==> src/rtl/alu_pkg.sv <==
// Shared constants, FSM state type and ctrl decode helpers for the multi-cycle ALU.
// ALU_SLT_EN enables the set-less-than operation.
package alu_pkg;

    localparam logic [3:0] CTRL_AND = 4'b0000;
    localparam logic [3:0] CTRL_OR  = 4'b0001;
    localparam logic [3:0] CTRL_ADD = 4'b0010;
    localparam logic [3:0] CTRL_SUB = 4'b0110;
    localparam logic [3:0] CTRL_SLT = 4'b0111;
    localparam logic [3:0] CTRL_NOR = 4'b1100;

    // Result bit that carries the SLT outcome
    localparam int unsigned SLT_LESS_POS = 0;

    typedef enum logic [1:0] {
        ST_IDLE = 2'd0,
        ST_RUN  = 2'd1,
        ST_DONE = 2'd2
    } state_e;

    function automatic logic ctrl_legal(input logic [3:0] c);
        case (c)
            CTRL_AND, CTRL_OR, CTRL_ADD, CTRL_SUB, CTRL_NOR: return 1'b1;
`ifdef ALU_SLT_EN
            CTRL_SLT: return 1'b1;
`endif
            default: return 1'b0;
        endcase
    endfunction

    function automatic logic ctrl_arith(input logic [3:0] c);
        return (c == CTRL_ADD) || (c == CTRL_SUB);
    endfunction

endpackage

==> src/rtl/alu_slice.sv <==
// Combinational SLICE-bit ALU slice; reused every RUN cycle by the multi-cycle ALU.
// ALU_SLT_EN enables the less-bit result path.
module alu_slice
    import alu_pkg::*;
#(
    parameter int unsigned SLICE = 8
) (
    input  logic [SLICE-1:0] a_i,
    input  logic [SLICE-1:0] b_i,
    input  logic [SLICE-1:0] less_i,
    input  logic             cin_i,
    input  logic [3:0]       ctrl_i,
    output logic [SLICE-1:0] res_o,
    output logic             cout_o,
    output logic             msb_cin_o
);

    logic [SLICE-1:0] a_m;
    logic [SLICE-1:0] b_m;
    logic [SLICE:0]   total;

    assign a_m   = ctrl_i[3] ? ~a_i : a_i;
    assign b_m   = ctrl_i[2] ? ~b_i : b_i;
    assign total = {1'b0, a_m} + {1'b0, b_m} + (SLICE+1)'(cin_i);

    assign cout_o    = total[SLICE];
    // Carry into the slice MSB recovered from the sum bit
    assign msb_cin_o = total[SLICE-1] ^ a_m[SLICE-1] ^ b_m[SLICE-1];

`ifndef ALU_SLT_EN
    logic unused_less;
    assign unused_less = ^less_i;
`endif

    always_comb begin
        res_o = '0;
        case (ctrl_i[1:0])
            2'b00:   res_o = a_m & b_m;
            2'b01:   res_o = a_m | b_m;
            2'b10:   res_o = total[SLICE-1:0];
`ifdef ALU_SLT_EN
            default: res_o = less_i;
`else
            default: res_o = '0;
`endif
        endcase
    end

endmodule

==> src/rtl/alu_multicycle.sv <==
// Multi-cycle ALU processing SLICE bits per cycle through one shared alu_slice.
// ALU_SLT_EN enables SLT (ctrl 0111); otherwise that code is treated as illegal.
module alu_multicycle
    import alu_pkg::*;
#(
    parameter int unsigned WIDTH = 32,
    parameter int unsigned SLICE = 8
) (
    input  logic             clk_i,
    input  logic             rst_i,
    input  logic             start_i,
    input  logic [WIDTH-1:0] src1_i,
    input  logic [WIDTH-1:0] src2_i,
    input  logic [3:0]       ctrl_i,
    output logic             busy_o,
    output logic             done_o,
    output logic [WIDTH-1:0] result_o,
    output logic             zero_o,
    output logic             cout_o,
    output logic             overflow_o
);

    localparam int unsigned NSLICE   = WIDTH / SLICE;
    localparam int unsigned IDX_W    = (NSLICE > 1) ? $clog2(NSLICE) : 1;
    localparam logic [IDX_W-1:0] LAST_IDX = IDX_W'(NSLICE - 1);

    if (SLICE < 1 || (WIDTH % SLICE) != 0) begin : g_bad_cfg
        $error("alu_multicycle: WIDTH must be a multiple of SLICE");
    end

    state_e           state_q, state_d;
    logic [IDX_W-1:0] idx_q, idx_d;
    logic             carry_q, carry_d;
    logic [WIDTH-1:0] a_q, a_d;
    logic [WIDTH-1:0] b_q, b_d;
    logic [3:0]       ctrl_q, ctrl_d;
    logic [WIDTH-1:0] acc_q, acc_d;
    logic [WIDTH-1:0] result_q, result_d;
    logic             zero_q, zero_d;
    logic             cout_q, cout_d;
    logic             ovf_q, ovf_d;
    logic             busy_q, busy_d;
    logic             done_q, done_d;

    logic [SLICE-1:0] slice_res;
    logic             slice_cout;
    logic             slice_msb_cin;
    logic [WIDTH-1:0] fin_res;
    logic             fin_cout;
    logic             fin_ovf;

    alu_slice #(
        .SLICE (SLICE)
    ) u_slice (
        .a_i       (a_q[32'(idx_q) * SLICE +: SLICE]),
        .b_i       (b_q[32'(idx_q) * SLICE +: SLICE]),
        .less_i    ('0),
        .cin_i     (carry_q),
        .ctrl_i    (ctrl_q),
        .res_o     (slice_res),
        .cout_o    (slice_cout),
        .msb_cin_o (slice_msb_cin)
    );

`ifdef ALU_SLT_EN
    // Sign of A-B, valid on the final slice
    logic slt_set;
    assign slt_set = a_q[WIDTH-1] ^ ctrl_q[3] ^ b_q[WIDTH-1] ^ ctrl_q[2] ^ slice_msb_cin;
`endif

    always_comb begin
        state_d  = state_q;
        idx_d    = idx_q;
        carry_d  = carry_q;
        a_d      = a_q;
        b_d      = b_q;
        ctrl_d   = ctrl_q;
        acc_d    = acc_q;
        result_d = result_q;
        zero_d   = zero_q;
        cout_d   = cout_q;
        ovf_d    = ovf_q;
        fin_res  = '0;
        fin_cout = 1'b0;
        fin_ovf  = 1'b0;

        case (state_q)
            ST_IDLE: begin
                if (start_i) begin
                    a_d     = src1_i;
                    b_d     = src2_i;
                    ctrl_d  = ctrl_i;
                    idx_d   = '0;
                    carry_d = ctrl_i[2];
                    state_d = ST_RUN;
                end
            end
            ST_RUN: begin
                acc_d[32'(idx_q) * SLICE +: SLICE] = slice_res;
                carry_d = slice_cout;
                idx_d   = idx_q + IDX_W'(1);
                if (idx_q == LAST_IDX) begin
                    idx_d   = '0;
                    state_d = ST_DONE;
                    fin_res = acc_d;
                    if (ctrl_arith(ctrl_q)) begin
                        fin_cout = slice_cout;
                        fin_ovf  = slice_msb_cin ^ slice_cout;
                    end
`ifdef ALU_SLT_EN
                    else if (ctrl_q == CTRL_SLT) begin
                        fin_res = '0;
                        fin_res[SLT_LESS_POS] = slt_set ^ slice_msb_cin ^ slice_cout;
                    end
`endif
                    else if (!ctrl_legal(ctrl_q)) begin
                        fin_res = '0;
                    end
                    result_d = fin_res;
                    zero_d   = (fin_res == '0);
                    cout_d   = fin_cout;
                    ovf_d    = fin_ovf;
                end
            end
            ST_DONE: state_d = ST_IDLE;
            default: state_d = ST_IDLE;
        endcase

        busy_d = (state_d != ST_IDLE);
        done_d = (state_q == ST_DONE);
    end

    always_ff @(posedge clk_i or posedge rst_i) begin
        if (rst_i) begin
            state_q  <= ST_IDLE;
            idx_q    <= '0;
            carry_q  <= 1'b0;
            a_q      <= '0;
            b_q      <= '0;
            ctrl_q   <= '0;
            acc_q    <= '0;
            result_q <= '0;
            zero_q   <= 1'b1;
            cout_q   <= 1'b0;
            ovf_q    <= 1'b0;
            busy_q   <= 1'b0;
            done_q   <= 1'b0;
        end else begin
            state_q  <= state_d;
            idx_q    <= idx_d;
            carry_q  <= carry_d;
            a_q      <= a_d;
            b_q      <= b_d;
            ctrl_q   <= ctrl_d;
            acc_q    <= acc_d;
            result_q <= result_d;
            zero_q   <= zero_d;
            cout_q   <= cout_d;
            ovf_q    <= ovf_d;
            busy_q   <= busy_d;
            done_q   <= done_d;
        end
    end

    assign busy_o     = busy_q;
    assign done_o     = done_q;
    assign result_o   = result_q;
    assign zero_o     = zero_q;
    assign cout_o     = cout_q;
    assign overflow_o = ovf_q;

endmodule

==> config.mk <==
export PLATFORM = sky130hd
export DESIGN_NAME = alu_multicycle
export DESIGN_NICKNAME = d
export VERILOG_FILES = /design/src/rtl/alu_pkg.sv /design/src/rtl/alu_slice.sv /design/src/rtl/alu_multicycle.sv
export SDC_FILE = /design/constraint.sdc
export NUM_CORES = 1
export LEC_CHECK = 0
export ABC_AREA = 1
export BUFFER_PORTS_ARGS = -buffer_cell sky130_fd_sc_hd__buf_4
export CAP_MARGIN = 20
export CORE_MARGIN = 10
export CORE_UTILIZATION = 55
export CTS_CLUSTER_SIZE = 24
export DETAILED_ROUTE_END_ITERATION = 7
export PLACE_DENSITY = 0.77
export SETUP_SLACK_MARGIN = 0.1
export SKIP_CTS_REPAIR_TIMING = 1
export SLEW_MARGIN = 0
export SYNTH_ARGS = -nofsm -noshare
export SYNTH_HDL_FRONTEND = slang
export SYNTH_SLANG_ARGS = --single-unit
==> constraint.sdc <==
create_clock -name clk_i -period 5.6 [get_ports clk_i]
set_input_delay 0.84 -clock clk_i [delete_from_list [all_inputs] [get_ports clk_i]]
set_output_delay 0.84 -clock clk_i [all_outputs]
set_load 0.1 [all_outputs]
==> flow_metrics.env <==
export IMPL_track_usage_pct=20.6
export IMPL_wl_per_cell_um=16.4
export IMPL_num_rows=42
export IMPL_synth_ff_type="dfrtp_1"
export IMPL_cap_violations=0
export IMPL_dp_hpwl_um=13100
export IMPL_critPathMaxStageDelay_ns=0.50
export IMPL_worstSetupPathType="reg2reg"
export IMPL_htree_levels=4
export IMPL_clk_latency_ns=0.44
export IMPL_relSlewSlack_pct=34.3
export IMPL_grt_max_degree=102
export IMPL_crit_path_top_delay_cell="inv_2"
export IMPL_drc_errors=0
export IMPL_antenna_cells=0
export IMPL_path_cells="inv_2 -> nand2_1 -> a32o_1 -> xor2_1 -> inv_1 -> fa_1 -> fa_1 -> inv_1 -> nand2_1 -> nand2_1 -> nand3_1 -> nand2_1 -> nand2_1 -> nand3_1 -> nand3_1 -> nand3_1 -> nand2_1 -> nand2_1 -> nand3_1 -> nor2_1 -> nand3_1 -> nand2_1"
export IMPL_routed_wl_um=18400
export IMPL_synthCells=837
export IMPL_start_util_pct=56.1
export IMPL_ys_warn_count=0
export IMPL_rsz0062_at_grt="no"
export IMPL_die_area_um2=18500
export IMPL_setup_viol=0
export IMPL_fmax_ghz=0.254
export IMPL_ys_seq_area_share_pct=48.1
export IMPL_cts_inserted_buffers=17
export IMPL_status="finished, final reports clean"
export IMPL_synth_cell_area_um2=7390
export IMPL_drt_iter0_drc=589
export IMPL_clkSinkCount=142
export IMPL_clockBufferDepth=2
export IMPL_pin_count=108
export IMPL_grt_antenna_before_repair=0
export IMPL_root_buffer="clkbuf_16"
export IMPL_report_final_slew_viol_count=0
export IMPL_endpoint_kind="flop"
export IMPL_layout_min_cycle_time_ns=3.94
export IMPL_yosysUniqueCellTypes=34
export IMPL_crit_top_cell="nand2_1"
export IMPL_crit_family="simple AND/OR/NAND/NOR gates"
export IMPL_synth_most_common_cell="nand2_1"
export IMPL_vias=6098
export IMPL_place_congestion=0.924
export IMPL_cts_tree="yes"
export IMPL_async_reset_ff_share_pct=100
export IMPL_detail_route_first_pass_iterations=5
export IMPL_fin_skew_ns=0.00945
export IMPL_cp_required_ns=5.98
export IMPL_synth_largest_area_cell="dfrtp_1"
export IMPL_portBuffers=107
export IMPL_ys_seq_elements=142
export IMPL_syn_num_nets=932
export IMPL_crit_arrival_ns=4.32
export IMPL_hold_viol=0
export IMPL_vias_per_cell=5.45
export IMPL_yosysTopAreaCellShare_pct=47.7
export IMPL_critPathMaxFanout=41
export IMPL_crit_path_start_kind="flop"
export IMPL_path_buf_inv=3
export IMPL_hp_class="reg2reg"
export IMPL_drive_above_1_share_pct=24.1
export IMPL_synth_avg_cell_area_um2=8.83
export IMPL_area_growth_pct=21.1
export IMPL_synth_area_leaders="dfrtp_1 48%, nand2_1 12%, mux2_2 9.7%"
export IMPL_worst_pin_slew_ns=0.985
export IMPL_grt_pass1_wl_um=30400
export IMPL_core_um2=13200
export IMPL_timing_final_crit_share_pct=70.3
export IMPL_die_h_um=136
export IMPL_grt_pass1_vias=6138
export IMPL_overflow=0
export IMPL_dieWidth_um=136
export IMPL_clk_pin_slew_worst_paths_ns=0.06
export IMPL_synth_edf_count=0
export IMPL_ant_nets=0
export IMPL_netlist_top_cells_count="243 x nand2_1, 141 x dfrtp_1, 67 x inv_1"
export IMPL_finalNetCount=1025
export IMPL_finalSetupTns_ns=0
-- routing by layer --
layer | GRT usage, % | vias up | share of wire (%)
li1 | - | 2943 | -
met1 | 26.0 | 2899 | 43
met2 | 32.4 | 229 | 47
met3 | 6.49 | 27 | 8.3
met4 | 7.81 | 0 | 1.8
met5 | 0 | - | 0
-- sequential cells by signal (all words and copies together), names as in the netlist --
register,count
state_q,2
cout_o,1
result_o,32
idx_q,2
ctrl_q,4
a_q,32
b_q,32
acc_q,32
carry_q,1
zero_o,1
overflow_o,1
busy_o,1
done_o,1
-- stage by stage --
step                      hold WS, ns  util, %  setup slack [ns]  cell area (µm²)  instances
final                           0.435     67.9              1.66             8960       1119
after global routing            0.461     67.9              1.32             8960       1119
after CTS                       0.435     67.9              1.72             8960       1119
after detailed placement        0.426     63.0              1.79             8310       1087
after global placement          0.428     63.0              1.92             8310       1087
after floorplan                 0.401        -             0.952             7390        837
-- path summary, 6_finish.rpt --
check                           startpoint       end  slack, ns  cells past startpoint
worst max-delay path              idx_q[0]    zero_o       1.66                     22
worst max register to register    idx_q[0]    zero_o       1.66                     22
max in group asynchronous            rst_i  acc_q[0]       3.93                      3
worst min register to register  state_q[0]    done_o       0.44                      1
min in group asynchronous            rst_i    a_q[3]       0.59                      2
worst min-delay path            state_q[0]    done_o       0.44                      1
-- area by class of cell --
type / instances / area [µm²]
Clock buffer: 19 / 433
Clock inverter: 13 / 213
Fill cell: 1029 / 4230
Inverter: 72 / 275
Multi-Input combinational cell: 585 / 3420
Sequential cell: 142 / 3550
Tap cell: 176 / 220
Timing Repair Buffer: 112 / 841
-- kinds of logic (layout without fill, tap and decap cells) --
logic type | count (synthesis) | after routing | synth area share, %
buf+inv | 110 | 216 | 5.96
flops | 142 | 142 | 48.1
fa+ha+maj | 24 | 24 | 4.26
xor+xnor | 19 | 19 | 2.45
compound gates | 115 | 115 | 9.17
simple gates | 363 | 363 | 20.3
mux | 64 | 64 | 9.75
-- cell usage in the layout, fill, tap and decap left out, types with 3 or more instances in the layout --
master,Yosys,final
o21ai_0,45,45
nand3_1,44,43
nand2_1,243,243
or2_0,3,3
bufinv_16,0,5
nand4_1,12,12
nand2_2,4,4
inv_2,5,5
a32o_1,14,14
clkbuf_16,0,17
o21ai_1,7,7
nor2_1,46,45
dfrtp_1,141,141
nor2_2,3,3
mux2_2,64,64
nor2_4,2,3
ha_1,22,22
inv_1,67,66
a21oi_1,24,24
a31oi_1,23,23
xor2_1,15,15
buf_4,1,112
Power is left out: the tool's default activity adds up to more than one toggle a clock period on the data nets, which glitch-free logic cannot reach.
